<file path="src/rtl/cache_arbiter_pkg.sv">
// cache_arbiter_pkg: shared types and default widths for the cache arbiter
package cache_arbiter_pkg;
  typedef enum logic [1:0] {IDLE, SERVE_I, SERVE_D} arb_state_t;
  typedef enum logic {ICACHE, DCACHE} requester_t;
  localparam int ADDR_W_DEF = 32;
  localparam int LINE_W_DEF = 256;
endpackage

</file>
<file path="src/rtl/arbiter_rr_pick.sv">
// arbiter_rr_pick: two-way round-robin pick, favouring the cache not granted last
module arbiter_rr_pick
  import cache_arbiter_pkg::*;
(
  input  logic       i_req,
  input  logic       d_req,
  input  requester_t last_grant,
  output logic       grant_valid,
  output requester_t grant
);
  always_comb begin
    grant_valid = i_req | d_req;
    grant = (i_req && d_req) ? (last_grant == ICACHE ? DCACHE : ICACHE)
          : (i_req ? ICACHE : DCACHE);
  end
endmodule

</file>
<file path="src/rtl/cache_arbiter.sv">
// cache_arbiter: serialises I-cache and D-cache line transactions onto one memory port
module cache_arbiter
  import cache_arbiter_pkg::*;
#(
  parameter int ADDR_W = ADDR_W_DEF,
  parameter int LINE_W = LINE_W_DEF
) (
  input  logic              clk,
  input  logic              rst,
  input  logic              i_read,
  input  logic [ADDR_W-1:0] i_address,
  output logic [LINE_W-1:0] i_rdata,
  output logic              i_resp,
  input  logic              d_read,
  input  logic              d_write,
  input  logic [ADDR_W-1:0] d_address,
  input  logic [LINE_W-1:0] d_wdata,
  output logic [LINE_W-1:0] d_rdata,
  output logic              d_resp,
  output logic              pmem_read,
  output logic              pmem_write,
  output logic [ADDR_W-1:0] pmem_address,
  output logic [LINE_W-1:0] pmem_wdata,
  input  logic [LINE_W-1:0] pmem_rdata,
  input  logic              pmem_resp
);
  arb_state_t state, state_n;
  requester_t last_grant, grant;
  logic       grant_valid, req_write, take;

  arbiter_rr_pick u_pick (
    .i_req      (i_read),
    .d_req      (d_read | d_write),
    .last_grant (last_grant),
    .grant_valid(grant_valid),
    .grant      (grant)
  );

  always_comb begin
    take = state == IDLE && grant_valid;
    state_n = state == IDLE ? (grant_valid ? (grant == ICACHE ? SERVE_I : SERVE_D) : IDLE)
            : (pmem_resp ? IDLE : state);
  end

  // a D request with both read and write high is serviced as a write
  always_ff @(posedge clk) begin
    if (rst) begin
      state        <= IDLE;
      last_grant   <= DCACHE;
      req_write    <= 1'b0;
      pmem_address <= '0;
      pmem_wdata   <= '0;
    end else begin
      state <= state_n;
      if (take) begin
        last_grant   <= grant;
        req_write    <= grant == DCACHE && d_write;
        pmem_address <= grant == ICACHE ? i_address : d_address;
        if (grant == DCACHE && d_write) pmem_wdata <= d_wdata;
      end
    end
  end

  assign pmem_read  = state == SERVE_I || (state == SERVE_D && !req_write);
  assign pmem_write = state == SERVE_D && req_write;
  assign i_resp     = state == SERVE_I && pmem_resp;
  assign d_resp     = state == SERVE_D && pmem_resp;
  assign i_rdata    = pmem_rdata;
  assign d_rdata    = pmem_rdata;

  a_no_idle_resp: assert property (@(posedge clk) disable iff (rst) !(state == IDLE && pmem_resp));
  a_no_rd_and_wr: assert property (@(posedge clk) disable iff (rst) !(d_read && d_write));
endmodule
</file>
<file path="config.mk">
export PLATFORM = sky130hd
export DESIGN_NAME = cache_arbiter
export DESIGN_NICKNAME = d
export VERILOG_FILES = /design/src/rtl/cache_arbiter_pkg.sv /design/src/rtl/arbiter_rr_pick.sv /design/src/rtl/cache_arbiter.sv
export SDC_FILE = /design/constraint.sdc
export NUM_CORES = 1
export LEC_CHECK = 0
export BUFFER_PORTS_ARGS = -buffer_cell sky130_fd_sc_hd__buf_2
export CORE_AREA = 4 4 539 541
export CTS_CLUSTER_SIZE = 12
export DETAILED_ROUTE_END_ITERATION = 7
export DIE_AREA = 0 0 543 545
export MAX_ROUTING_LAYER = met4
export PLACE_DENSITY = 0.3
export RECOVER_POWER = 100
export SLEW_MARGIN = 20
export SYNTH_ARGS = -nofsm -noshare
export SYNTH_HDL_FRONTEND = slang
export SYNTH_SLANG_ARGS = --single-unit
</file>
<file path="constraint.sdc">
create_clock -name clk -period 1.7 [get_ports clk]
set_input_delay 0.17 -clock clk [delete_from_list [all_inputs] [get_ports clk]]
set_output_delay 0.17 -clock clk [all_outputs]
set_load 0.05 [all_outputs]
</file>
* After elaboration in Yosys (flattened, before gate mapping)
Cells that the tools add are included.
** Cells by class
- Equality and inequality tests :: 2
- Mux-type cells :: 8
- Bitwise gates (word level) :: 2
- Reduce and logical (&&, ||, !) cells :: 12
** Operators with widths (count)
- $mux 32 :: 1
- $mux 2 :: 4
- $logic_and 1x1->1 :: 7
- $mux 1 :: 3
- $eq 2x1->1 const B :: 1
- $eq 2x2->1 const B :: 1
- $logic_not 2->1 :: 1
- $or 1x1->1 :: 2
- $reduce_and 2->1 :: 1
- $reduce_bool 2->1 :: 1
- $logic_not 1->1 :: 1
- $logic_or 1x1->1 :: 1
** Word-level totals
- Bits in registers :: 292
- Input bits :: 582
- Output and inout port bits :: 804
- Logic and storage cells :: 29

* Logic depth before layout (Yosys ltp)
- Depth after elaboration :: 6
- Depth in mapped cells :: 7
- Depth with buffers taken out :: 3

* By module
A second synthesis with hierarchy kept.
** Unflattened totals
- Cell total of the unflattened synthesis :: 1794
- Area, all modules :: 16864.9 um^2
** Modules (own cells, without submodules)
- cache_arbiter :: times used 1, cells each 1791, area each 16849.9 um^2, sequential area each 5845.6 um^2
- arbiter_rr_pick :: times used 1, cells each 3, area each 15.0 um^2, sequential area each 0.0 um^2

* Least setup slack after synthesis
No wires, ideal clock.
- Path kind :: reg-to-output
- From :: reg state[0]
- To :: out pmem_read
- Arrival :: 1600 ps
- Data required time :: 1530 ps
- Slack :: -70 ps
- Cell stages (with the launch flop) :: 3
- Path buffers :: 0
- Cells stage by stage :: dfxtp_1 > nand2b_1 > o21ai_0
** Between the ends
- Longest elaborated chain between the ends :: 3
- Elaborated cells on any way between the ends :: 4
- Classes of those cells :: eq/ne (2); reduce/logical (2)
** Ends and longest elaborated chain
- start, declared :: line cache_arbiter.sv:27 : arb_state_t state, state_n;
- start signal, assigned :: line cache_arbiter.sv:54 : state <= state_n;
- $eq 2x2->1 :: line cache_arbiter.sv:64 : assign pmem_read = state == SERVE_I || (state == SERVE_D && !req_write);
- $logic_and 1x1->1 :: line cache_arbiter.sv:64
- $logic_or 1x1->1 (*) :: line cache_arbiter.sv:64
- end, declared :: line cache_arbiter.sv:20 : output logic pmem_read,
Every way passes the cells marked *; elsewhere a longest branch is shown, timed or not.

* Worst setup path in the final report
- From :: reg state[0]
- To :: reg pmem_wdata[219]
** Between the ends
- Longest elaborated chain between the ends :: 3
** Ends and longest elaborated chain
- $logic_not 2->1 :: line cache_arbiter.sv:40 : take = state == IDLE && grant_valid;
- $logic_and 1x1->1 :: line cache_arbiter.sv:40
- $reduce_and 2->1 (no source line)
- end signal, assigned :: line cache_arbiter.sv:59 : if (grant == DCACHE && d_write) pmem_wdata <= d_wdata;
- end, declared :: line cache_arbiter.sv:23 : output logic [LINE_W-1:0] pmem_wdata,
Every way passes these cells.
A chain may end at the register's enable or synchronous reset.

==> results.tsv <==
metric	value	unit
area_growth	71.7	%
viasPerCell	2.62	
antenna_left	0	
drv_cap	0	
post-dp-hpwl	137000	um
ys_seq_area_frac	0.381	
syn-mean-instance-area	8.09	um2
cts.sink_count	292	
yosysUniqueCellTypes	24	
die-area	0.296	mm2
syn_area	0.0153	mm2
cts_max_level	2	
port_buffers	617	
crit_arrival	2.29	ns
ys_seq_elements	292	
fin_area	0.0263	mm2
nFillCells	33269	
fin_crit_sh	1.02	
routed_wl	162000	um
ir_drop	0.673	mV
cellLeakagePower	0.00910	uW
total_power	26300	uW
path_class	flop to flop	
grt.busiest_layer	met2	
critPathLaunchType	flop	
hold_ws	0.120	ns
finalSetupViolCount	33	
worst-r2r-cell-count	8	
maxSlewViolCount	0	
grt_max_degree	79	
overflow	0	
globalplace.congestion	0.805	
synthFlopType	dfxtp_1	
final_cells	6129	
r2r_start	state[0]	
powerDensity	997	mW/mm2
coreArea	0.285	mm2
path_max_fanout	9	
grt_pass1_wl	196000	um
dp_cells	5675	
drive_gt1_frac	0.431	
critPathRequiredTime	2.26	ns
drc	0	
grt_usage	0.107	
rsz0062_at_grt	yes	
pre_cts_ws	-0.0507	ns
met2_usage	0.151	
whs_endpoint	last_grant	
grt_pass1_vias	16234	
synth.area.top_cells	dfxtp_1 38%, buf_4 25%, a21oi_1 9.5%	
numCtsBuffers	47	
avgRoutedWirePerCell	26.4	um
grt_use_met3	0.104	
min_path_cells	4	
start_util	0.0539	
synth_edf_count	0	
dpl_cell_area	0.0196	mm2
fin_nets	2899	
antenna_found_initial	41	
cts.reportedPaths.clkPinSlew	0.05	ns
syn_inst	1897	
r2r_end	pmem_wdata[219]	
fp.dieW	543	um
yosysWarnings	0	
status	finished with violations	
grt_use_met1	0.0923	
cts_tree	done	
synth_area_leader_cell	dfxtp_1	
ff2ff_setup_slack	-0.03	ns
tightestPinTransition	0.840	ns
hold_viol	0	
cts_max_path_buffers	3	
clock.fmax	577	MHz
dr.pass1.iters	7	
rows	196	
fin_crit	1.73	ns
async_reset_ff_frac	0	
min-delay-start	d_read	
clk_latency	0.68	ns
cp-end-kind	flop	
violations	negative setup slack	
yosysTopAreaCellShare	0.381	
root_buffer	clkbuf_16	
drtIter0Drc	818	
slew_headroom	0.440	
final_common_cell	buf_2	
vias	16075	
hp-class	input pin to flop	
die_y	545	um
skew	0.0289	ns
fin_ws	-0.0345	ns
final_cell_mix	361 x buf_2, 323 x dlygate4sd3_1, 288 x dfxtp_1	
synth_nets	2479	
num_io_pins	1386	
[Yosys cell counts (3+ instances only)]
cell and count:
buf_4 512, dfxtp_1 292, a21oi_1 291, nand3_1 289, o21ai_0 244, clkbuf_1 138
o21ai_1 45, a311oi_2 30, buf_2 26, buf_6 5, nor2_1 4, a21o_1 3
nand2_1 3
[layer usage]
layer  routed length (um)  part of all wire
met1                49300              0.30
met2                66300              0.41
met3                36200              0.22
met4                10200             0.063
met5                    0                 0
[cell families after synthesis]
group | synth area share
buffers and inverters | 0.297
AOI/OAI and AO/OA | 0.224
and+or+nand+nor | 0.0977
DFF | 0.381
[report_power, final]
group          internal [uW]  switching (uW)  leakage [uW]
logic                   2670            5580       0.00593
registers               7370             308       0.00239
clock network           6090            4260      0.000774
total                  16100           10100       0.00910
[sequential cells by signal, summed over array words and instances, names as in the netlist]
name	count
req_write	1
pmem_wdata	256
state	2
pmem_address	32
last_grant	1
[layout make-up]
type | instances | area (um2) | area share
diodes | 17 | 42.5 | 0.00161
clock buffers | 64 | 1330 | 0.0505
clock inverters | 18 | 255 | 0.00969
inverters | 4 | 22.5 | 0.000855
multi-input cells | 920 | 6000 | 0.228
flip-flops and latches | 292 | 5860 | 0.222
well taps | 3762 | 4710 | 0.179
repair buffers | 1052 | 8140 | 0.309
[worst max-delay path by stage]
| stage | endpoint | slack [ns] | startpoint | cells past startpoint |
|---|---|---|---|---|
| 6_report | pmem_wdata[219] | -0.03 | state[0] | 8 |
| 5_1_grt | pmem_wdata[222] | -0.13 | state[0] | 8 |
| 4_1_cts | d_resp | -0.15 | state[0] | 4 |
| 3_5_place_dp | pmem_wdata[187] | -0.05 | i_read | 7 |
| 3_3_place_gp | pmem_wdata[220] | -0.03 | i_read | 7 |
| 2_1_floorplan | pmem_address[10] | 0.23 | d_write | 7 |
[worst max-delay path: stages, from the launching register on]
cell and delay, ns:
dfxtp_4 0.34, buf_4 0.14, a211oi_4 0.27, buf_12 0.19, buf_16 0.17, buf_12 0.13, clkbuf_16 0.16, nand3_4 0.07
a21oi_2 0.14
[what timing repair did]
action	CTS	global route
setup buffers	11	11
endpoints found under the setup margin	72	226
pin swaps	4	72
resized for setup	86	262
hold buffers	323	0
cloned	7	7
hold endpoints to repair	290	0
[metrics by stage]
step,util,TNS [ns]
finish,0.0925,-0.494
global route,0.0924,-12.41
CTS,0.0880,-3.03
detailed placement,0.0690,-0.231
global placement,0.0690,-0.172
floorplan,-,0
No activity file was read; power rests on OpenSTA's default activity.
